**config.mk**
```make
export PLATFORM = sky130hd
export DESIGN_NAME = fft_stage_sequencer
export DESIGN_NICKNAME = d
export VERILOG_FILES = /design/src/rtl/fft_pkg.sv /design/src/rtl/fft_addr_gen.sv /design/src/rtl/fft_stage_sequencer.sv
export SDC_FILE = /design/constraint.sdc
export NUM_CORES = 1
export LEC_CHECK = 0
export BUFFER_PORTS_ARGS = -buffer_cell sky130_fd_sc_hd__buf_2
export CORE_MARGIN = 2
export CORE_UTILIZATION = 35
export DETAILED_ROUTE_END_ITERATION = 8
export GPL_TIMING_DRIVEN = 0
export SETUP_SLACK_MARGIN = 0.4
export SYNTH_ARGS = -nofsm -noshare
export SYNTH_HDL_FRONTEND = slang
export SYNTH_SLANG_ARGS = --single-unit
```
**constraint.sdc**
```tcl
create_clock -name clk -period 3.9 [get_ports clk]
set_clock_uncertainty 0.1 [all_clocks]
set_input_delay 0.78 -clock clk [delete_from_list [all_inputs] [get_ports clk]]
set_output_delay 0.78 -clock clk [all_outputs]
set_load 0.01 [all_outputs]
```
**src/rtl/fft_pkg.sv**
```systemverilog
// Shared definitions for the radix-2 DIT FFT control path: sizing constants
// and the sequencer state encoding seen by debug and neighbouring controllers.
package fft_pkg;

    localparam int LOG2N_DEFAULT  = 5;
    localparam int FFT_N          = 1 << LOG2N_DEFAULT;
    localparam int BFLY_PER_STAGE = FFT_N / 2;

    typedef enum logic [1:0] {
        IDLE   = 2'd0,
        ISSUE  = 2'd1,
        WAIT   = 2'd2,
        FINISH = 2'd3
    } fft_state_e;

endpackage

```
**src/rtl/fft_addr_gen.sv**
```systemverilog
// Combinational butterfly address map: (stage, k) -> upper/lower sample
// addresses and twiddle exponent for an in-place radix-2 DIT FFT.
module fft_addr_gen #(
    parameter int LOG2N = 5
) (
    input  logic [2:0]       stage,
    input  logic [LOG2N-2:0] k,
    output logic [LOG2N-1:0] addr_a,
    output logic [LOG2N-1:0] addr_b,
    output logic [LOG2N-2:0] tw_idx
);

    localparam logic [LOG2N-2:0] K_ONES     = '1;
    localparam logic [3:0]       LAST_STAGE = 4'(LOG2N - 1);

    logic [LOG2N-2:0] mask_s;
    logic [LOG2N-2:0] pos_s;
    logic [LOG2N-2:0] grp_s;
    logic [LOG2N-1:0] span_s;
    logic [3:0]       grp_shift_s;
    logic [3:0]       tw_shift_s;

    // mask_s is span-1; span never exceeds half the transform, so it fits k's width
    assign mask_s      = ~(K_ONES << stage);
    assign span_s      = {1'b0, mask_s} + (LOG2N)'(1);
    assign pos_s       = k & mask_s;
    assign grp_s       = k >> stage;
    assign grp_shift_s = {1'b0, stage} + 4'd1;
    assign tw_shift_s  = LAST_STAGE - {1'b0, stage};

    assign addr_a = ({1'b0, grp_s} << grp_shift_s) | {1'b0, pos_s};
    assign addr_b = addr_a + span_s;
    assign tw_idx = pos_s << tw_shift_s;

endmodule

```
**src/rtl/fft_stage_sequencer.sv**
```systemverilog
// Handshaked stage/butterfly scheduler for the in-place radix-2 FFT: issues one
// butterfly at a time and advances only when the datapath acknowledges it.
module fft_stage_sequencer
    import fft_pkg::*;
#(
    parameter int LOG2N = LOG2N_DEFAULT
) (
    input  logic             clk,
    input  logic             n_reset,
    input  logic             start,
    input  logic             bfly_done,
    output logic             busy,
    output logic             done,
    output logic             bfly_start,
    output logic [LOG2N-1:0] addr_a,
    output logic [LOG2N-1:0] addr_b,
    output logic [LOG2N-2:0] tw_idx,
    output logic [2:0]       stage_count,
    output logic [LOG2N-2:0] bfly_count,
    output logic             stage_strobe
);

    localparam logic [LOG2N-2:0] LAST_K     = '1;
    localparam logic [LOG2N-2:0] K_ONE      = (LOG2N-1)'(1);
    localparam logic [2:0]       LAST_STAGE = 3'(LOG2N - 1);

    fft_state_e       state_r;
    fft_state_e       state_nxt_s;

    logic [2:0]       stage_r;
    logic [LOG2N-2:0] k_r;
    logic             busy_r;
    logic             done_r;
    logic             bfly_start_r;
    logic             strobe_r;
    logic [LOG2N-1:0] addr_a_r;
    logic [LOG2N-1:0] addr_b_r;
    logic [LOG2N-2:0] tw_r;

    logic [2:0]       stage_nxt_s;
    logic [LOG2N-2:0] k_nxt_s;
    logic             busy_nxt_s;
    logic             done_nxt_s;
    logic             bfly_start_nxt_s;
    logic             strobe_nxt_s;
    logic             load_addr_s;

    logic [LOG2N-1:0] gen_a_s;
    logic [LOG2N-1:0] gen_b_s;
    logic [LOG2N-2:0] gen_tw_s;

    // Addresses are generated from the next (stage, k) so they are valid with bfly_start
    fft_addr_gen #(
        .LOG2N (LOG2N)
    ) u_addr_gen (
        .stage  (stage_nxt_s),
        .k      (k_nxt_s),
        .addr_a (gen_a_s),
        .addr_b (gen_b_s),
        .tw_idx (gen_tw_s)
    );

    // State register
    always_ff @(posedge clk or negedge n_reset) begin
        if (!n_reset) begin
            state_r <= IDLE;
        end else begin
            state_r <= state_nxt_s;
        end
    end

    // Next-state logic; start is only honoured in IDLE
    always_comb begin
        state_nxt_s = state_r;
        case (state_r)
            IDLE: begin
                if (start) begin
                    state_nxt_s = ISSUE;
                end else begin
                    state_nxt_s = IDLE;
                end
            end
            ISSUE: state_nxt_s = WAIT;
            WAIT: begin
                if (!bfly_done) begin
                    state_nxt_s = WAIT;
                end else if ((k_r == LAST_K) && (stage_r == LAST_STAGE)) begin
                    state_nxt_s = FINISH;
                end else begin
                    state_nxt_s = ISSUE;
                end
            end
            FINISH:  state_nxt_s = IDLE;
            default: state_nxt_s = IDLE;
        endcase
    end

    // Output and counter next values, registered below
    always_comb begin
        stage_nxt_s      = stage_r;
        k_nxt_s          = k_r;
        busy_nxt_s       = busy_r;
        done_nxt_s       = 1'b0;
        bfly_start_nxt_s = 1'b0;
        strobe_nxt_s     = 1'b0;
        load_addr_s      = 1'b0;
        case (state_r)
            IDLE: begin
                if (start) begin
                    stage_nxt_s      = 3'd0;
                    k_nxt_s          = '0;
                    busy_nxt_s       = 1'b1;
                    bfly_start_nxt_s = 1'b1;
                    load_addr_s      = 1'b1;
                end else begin
                    busy_nxt_s = 1'b0;
                end
            end
            ISSUE: begin
                busy_nxt_s = 1'b1;
            end
            WAIT: begin
                if (!bfly_done) begin
                    busy_nxt_s = 1'b1;
                end else if (k_r != LAST_K) begin
                    k_nxt_s          = k_r + K_ONE;
                    bfly_start_nxt_s = 1'b1;
                    load_addr_s      = 1'b1;
                end else if (stage_r != LAST_STAGE) begin
                    stage_nxt_s      = stage_r + 3'd1;
                    k_nxt_s          = '0;
                    strobe_nxt_s     = 1'b1;
                    bfly_start_nxt_s = 1'b1;
                    load_addr_s      = 1'b1;
                end else begin
                    strobe_nxt_s = 1'b1;
                end
            end
            FINISH: begin
                stage_nxt_s = 3'd0;
                k_nxt_s     = '0;
                busy_nxt_s  = 1'b0;
                done_nxt_s  = 1'b1;
            end
            default: begin
                stage_nxt_s = 3'd0;
                k_nxt_s     = '0;
                busy_nxt_s  = 1'b0;
            end
        endcase
    end

    // Output and counter registers; addresses only move on ISSUE entry
    always_ff @(posedge clk or negedge n_reset) begin
        if (!n_reset) begin
            stage_r      <= 3'd0;
            k_r          <= '0;
            busy_r       <= 1'b0;
            done_r       <= 1'b0;
            bfly_start_r <= 1'b0;
            strobe_r     <= 1'b0;
            addr_a_r     <= '0;
            addr_b_r     <= '0;
            tw_r         <= '0;
        end else begin
            stage_r      <= stage_nxt_s;
            k_r          <= k_nxt_s;
            busy_r       <= busy_nxt_s;
            done_r       <= done_nxt_s;
            bfly_start_r <= bfly_start_nxt_s;
            strobe_r     <= strobe_nxt_s;
            if (load_addr_s) begin
                addr_a_r <= gen_a_s;
                addr_b_r <= gen_b_s;
                tw_r     <= gen_tw_s;
            end else begin
                addr_a_r <= addr_a_r;
                addr_b_r <= addr_b_r;
                tw_r     <= tw_r;
            end
        end
    end

    assign busy         = busy_r;
    assign done         = done_r;
    assign bfly_start   = bfly_start_r;
    assign stage_strobe = strobe_r;
    assign addr_a       = addr_a_r;
    assign addr_b       = addr_b_r;
    assign tw_idx       = tw_r;
    assign stage_count  = stage_r;
    assign bfly_count   = k_r;

endmodule

```
# After elaboration in Yosys (flattened, before gate mapping)
# Index checks and enable logic that the tools add are counted.
[totals] reg_bits=27
[op_classes] n_addsub=6 eq_ne=8 shift=4 muxes=25 bitwise=3 reduce_logical=2
[ops] op="2-to-1 mux 4 bit" count=4
[ops] op="2-to-1 mux 3 bit" count=4
[ops] op="case mux 4 bit (3 select lines)" count=1
[ops] op="2-to-1 mux 1 bit" count=10
[ops] op="case mux 3 bit (3 select lines)" count=1
[ops] op="case mux 2 bit (4 select lines)" count=1
[ops] op="adder 4 x 1 -> 5 bit, second input constant" count=1
[ops] op="adder 5 bit" count=1
[ops] op="bitwise OR 5 x 4 -> 5 bit" count=1
[ops] op="<< shifter 4 x 4 -> 5 bit" count=1
[ops] op="adder 3 x 1 -> 4 bit, second input constant" count=1
[ops] op="adder 4 x 1 -> 4 bit, second input constant" count=1
[ops] op="bitwise AND 4 bit" count=1
[ops] op="== test 2 bit, second input constant" count=2
[ops] op="== test 4 bit, second input constant" count=1
[ops] op="2-to-1 mux 2 bit" count=2
[ops] op="inequality test 4 bit, second input constant" count=1
[ops] op="inverter 4 bit" count=1
[ops] op="case mux 1 bit (4 select lines)" count=1
[ops] op="<< shifter 4 x 3 -> 4 bit, first input constant" count=1
[ops] op="<< shifter 4 x 4 -> 4 bit" count=1
[ops] op="right shift 4 x 3 -> 4 bit" count=1
[ops] op="subtractor 3 x 3 -> 4 bit, first input constant" count=1
[ops] op="adder 3 x 1 -> 3 bit, second input constant" count=1
[ops] op="7 further kinds" count=7

# Longest topological paths before layout
[logic_depth] word_depth=10 depth_mapped=20 ltp_nobuf=18

# Modules after synthesis
# A second synthesis with hierarchy kept.
[hier_totals] hier_cells=179 area_unflattened_um2=1839.3
[by_module_without_submodules] module="fft_stage_sequencer" n_inst=1 cells_per_inst=103 area_per_inst_um2=1298.7 seq_area_each_um2=675.6
[by_module_without_submodules] module="fft_addr_gen" n_inst=1 cells_per_inst=76 area_per_inst_um2=540.5 seq_area_each_um2=0.0

# Worst setup path after synthesis
# Ideal clock, no wire load.
[synth_timing] path_type="input -> register" startpoint="input port bfly_done" endpoint="register addr_b_r[4], in the netlist addr_b[4]" setup_ns=0.131 t_arrival_ns=3.297 t_required_ns=3.669 slack_ns=0.372 stages=15 n_path_buf=1 path_cell_list="and4_2 nand4_1 nand3_2 clkinv_1 ha_1 buf_2 nor2_1 a41oi_1 ha_1 fa_1 inv_1 a21o_1 a21oi_1 xor2_1 o21ai_1"
[synth_between] elab_chain_len=7 word_cells_on_any_way=15 cone_classes="add/sub (3); shift (3); mux (6); bitwise (3)"
[synth_rtl] item="from (decl)" line_no="fft_stage_sequencer.sv:11" text="input logic bfly_done,"
[synth_rtl] item="2-to-1 mux 3 bit (*)" line_no="fft_stage_sequencer.sv:123" text="if (!bfly_done) begin"
[synth_rtl] item="case mux 3 bit (3 select lines) (*)" line_no="fft_stage_sequencer.sv:107" text="case (state_r)"
[synth_rtl] item="named net stage_nxt_s[0]" line_no="fft_stage_sequencer.sv:40" text="logic [2:0] stage_nxt_s;"
[synth_rtl] item="parallel branches: the longest is 4 deep, another holds adder 3 x 1 -> 4 bit"
[synth_rtl] item="adder 5 bit (*)" line_no="fft_addr_gen.sv:32" text="assign addr_b = addr_a + span_s;"
[synth_rtl] item="to (signal assigned)" line_no="fft_stage_sequencer.sv:174" text="addr_b_r <= gen_b_s;"
[synth_rtl] item="to (signal assigned)" line_no="fft_stage_sequencer.sv:178" text="addr_b_r <= addr_b_r;"
[synth_rtl] item="to (decl)" line_no="fft_stage_sequencer.sv:37" text="logic [LOG2N-1:0] addr_b_r;"
# Mark *: on every way through the listed nets, which the timed path passes.
# A chain may end at the register's enable or synchronous reset.

# Worst setup path in the final report
[layout_timing] startpoint="register stage_r[0], in the netlist stage_count[0]" endpoint="register addr_b_r[4], in the netlist addr_b[4]"
[layout_between] elab_chain_len=10 word_cells_on_any_way=24 cone_classes="add/sub (4); eq/ne (1); shift (3); mux (13); bitwise (3)"
[layout_rtl] item="from (decl)" line_no="fft_stage_sequencer.sv:30" text="logic [2:0] stage_r;"
[layout_rtl] item="from (signal assigned)" line_no="fft_stage_sequencer.sv:166" text="stage_r <= stage_nxt_s;"
[layout_rtl] item="adder 3 x 1 -> 3 bit or inequality test 3 bit (tied branches)" line_no="fft_stage_sequencer.sv:130, fft_stage_sequencer.sv:129"
[layout_rtl] item="2-to-1 mux 3 bit" line_no="fft_stage_sequencer.sv:129" text="end else if (stage_r != LAST_STAGE) begin"
[layout_rtl] item="2-to-1 mux 3 bit" line_no="fft_stage_sequencer.sv:125" text="end else if (k_r != LAST_K) begin"
[layout_rtl] item="2-to-1 mux 3 bit" line_no="fft_stage_sequencer.sv:123"
[layout_rtl] item="case mux 3 bit (3 select lines) (*)" line_no="fft_stage_sequencer.sv:107"
[layout_rtl] item="named net stage_nxt_s[0]" line_no="fft_stage_sequencer.sv:40"
[layout_rtl] item="parallel branches: the longest is 4 deep, another holds adder 3 x 1 -> 4 bit"
[layout_rtl] item="adder 5 bit (*)" line_no="fft_addr_gen.sv:32"
# Marked as above.

==> flow_summary.json <==
{
  "whs_ns": 0.397,
  "crit_path_start": "stage_count[0]$_DFF_PN0_",
  "postSynthAreaPerCell_um2": 9.30,
  "mappedNetlistNets": 211,
  "r2r_start": "stage_count[0]$_DFF_PN0_",
  "hold_path.class": "reg2reg",
  "firstDrtPassIters": 4,
  "layout_commonest_cell": "buf_2",
  "port_buffers": 28,
  "ys_async_sr_fraction": 1.00,
  "ios": 29,
  "htreeDepth": 1,
  "grt_max_degree": 28,
  "cp-end-kind": "register",
  "synth_edf_count": 0,
  "dr_total_vias": 1610,
  "final_layout_size_suffix_gt1_frac": 0.421,
  "dp_hpwl_mm": 2.99,
  "timing_hold_violations_final": 0,
  "yosysWarningCount": 0,
  "outcome": "finished, final reports clean",
  "drtAntennaViolNets": 0,
  "power.density_nw_per_um2": 409,
  "cts_tree": "done",
  "n_antenna_cell": 0,
  "fin_crit_sh": 0.875,
  "grt_use_met2": 0.268,
  "start_kind": "register",
  "place_area_um2": 2000,
  "avgViaCountPerCell": 5.13,
  "nets": 268,
  "syn2layout_area_growth_pct": 36.4,
  "synth_cell_types": 61,
  "routabilityCongestion": 0.831,
  "grt_pass1_wl_mm": 6.98,
  "crit_arrival_ns": 3.46,
  "period_needed_ns": 3.41,
  "cts_buffers": 3,
  "worst_pin_slew_ns": 0.613,
  "worstHoldStart": "tw_idx[2]$_DFFE_PN0P_",
  "cap_violations": 0,
  "floorplan.initialDensity": 0.369,
  "grt_overflow_total": 0,
  "die-area_um2": 5660,
  "ys_seq_elements": 27,
  "worstPathRequired_ns": 3.95,
  "wl_per_cell_um": 13.9,
  "globalRoute.busiestLayer": "met2",
  "cts.path.max_buffers": 2,
  "n_fill_cell": 486,
  "max-vdd-ir-drop_mv": 0.209,
  "insertion_delay_ns": 0.27,
  "grtUsageMet1": 0.220,
  "rsz0062_at_grt": "true",
  "synth_cells": 191,
  "slew_headroom": 0.591,
  "p_leak_uw": 0.00120,
  "synth_ff_type": "dfrtp_1",
  "final_cell_mix": "28 x buf_2, 27 x dfrtp_1, 24 x buf_4, 20 x nand2_1, 13 x inv_1",
  "worstSetupPathType": "reg2reg",
  "path_max_fanout": 5,
  "track_usage": 0.160,
  "rows": 25,
  "antenna_found_initial": 0,
  "dieHeight_um": 75.2,
  "max_freq_mhz": 293,
  "route.detailed.drc": 0,
  "ys_seq_area_frac": 0.381,
  "setup_viol": 0,
  "drt_iter0_drc": 60,
  "cts_sinks": 27,
  "slew_violations": 0,
  "stdcell_area_um2": 2420,
  "core_um2": 4820,
  "synth_area_um2": 1780,
  "wl_mm": 4.37,
  "cts-root-buf": "clkbuf_8",
  "die_w_um": 75.2,
  "fin_util": 0.503,
  "clkTransAtPathRegs_ns": 0.09,
  "grt_pass1_vias": 1500,
  "grt_use_met3": 0.0308
}
## worst max-delay path, cell delays in order, from the launching register on
cell	delay [ns]
dfrtp_1	0.42
inv_1	0.08
ha_2	0.20
and2_4	0.17
o211ai_1	0.27
nand3_4	0.17
buf_6	0.17
ha_4	0.16
inv_4	0.05
ha_4	0.21
inv_4	0.07
a41oi_2	0.12
ha_2	0.23
fa_2	0.37
inv_1	0.07
a21o_1	0.13
a21oi_2	0.06
xor2_1	0.15
o21ai_1	0.09
## per-layer routing
metal  wire length [µm]  vias up
met5                  0        -
met1               2070      777
met2               2120       38
li1                   -      791
met4                 33        0
met3                153        4
## final cells by class
type	count	area, µm²	share of cell area
plain buffers	6	48.8	0.0202
repair buffers	52	324	0.134
multi-input cells	138	1150	0.474
inverters	20	95.1	0.0393
well taps	67	83.8	0.0346
flip-flops and latches	27	676	0.279
clock buffers	4	45.0	0.0186
## kinds of logic after synthesis
| kind of cell | synth area share |
|---|---|
| AND/OR/NAND/NOR | 0.197 |
| AO/OA/AOI/OAI | 0.201 |
| flip-flops | 0.381 |
| buffers and inverters | 0.0620 |
| adder cells (fa/ha/maj) | 0.117 |
| XOR/XNOR | 0.0247 |
| multiplexers | 0.0183 |
## stage by stage
step / instances / setup TNS [ns] / setup slack (ns) / total power (µW)
after detailed placement: 286 / -0.0903 / -0.0903 / 744
after global routing: 314 / 0 / 0.333 / 1080
final: 314 / 0 / 0.489 / 991
after floorplan: 191 / 0 / 0.426 / 626
after global placement: 286 / -0.0709 / -0.0709 / 743
after CTS: 296 / 0 / 0.401 / 942
## power by group
| group | switching (µW) | total (µW) | leakage [µW] | internal [µW] |
|---|---|---|---|---|
| logic | 263 | 466 | 0.000823 | 204 |
| registers | 28.4 | 367 | 0.000354 | 339 |
| clock network | 84.2 | 157 | 0.0000228 | 73.1 |
## final timing paths
kind	end	slack, ns	cells after the start
worst max-delay path	addr_b[4]$_DFFE_PN0P_	0.49	18
worst min-delay path	tw_idx[2]$_DFFE_PN0P_	0.40	2
worst max register to register	addr_b[4]$_DFFE_PN0P_	0.49	18
worst min register to register	tw_idx[2]$_DFFE_PN0P_	0.40	2
max in group asynchronous	addr_a[3]$_DFFE_PN0P_	2.89	1
min in group asynchronous	stage_count[0]$_DFF_PN0_	0.41	1
## synth_stat cells, types with 2 or more instances
master,count,share of area
a21boi_0,3,0.013
a21o_1,2,0.0085
o21ai_1,2,0.0056
nand2b_1,2,0.0070
and2_1,4,0.014
mux2_2,2,0.013
xor2_1,3,0.015
nor2b_1,2,0.0070
inv_1,18,0.038
o211ai_1,2,0.0085
nor3b_1,2,0.0085
a21oi_1,11,0.031
xnor2_1,2,0.0099
buf_4,2,0.0085
nor2_1,14,0.030
o22ai_1,3,0.011
dfrtp_1,27,0.38
nor3_1,3,0.0085
nand2_1,20,0.042
a31oi_1,2,0.0070
nand3_1,3,0.0085
ha_1,15,0.11
buf_2,2,0.0056
o21ai_0,7,0.020
and3_1,2,0.0070
## registers in the layout, indices dropped and copies added (netlist names)
register and count:
addr_b 5, stage_count 3, bfly_start 1, addr_a 5, bfly_count 4, stage_strobe 1
tw_idx 4, done 1, state_r 2, busy 1
## repair_timing
action,4_1_cts,5_1_grt
buffers inserted,6,18
pin swaps,2,19
hold buffers,0,0
setup endpoints to repair,4,4
gates resized for setup,23,28
Note: power is estimated with default switching activity, not from simulation.
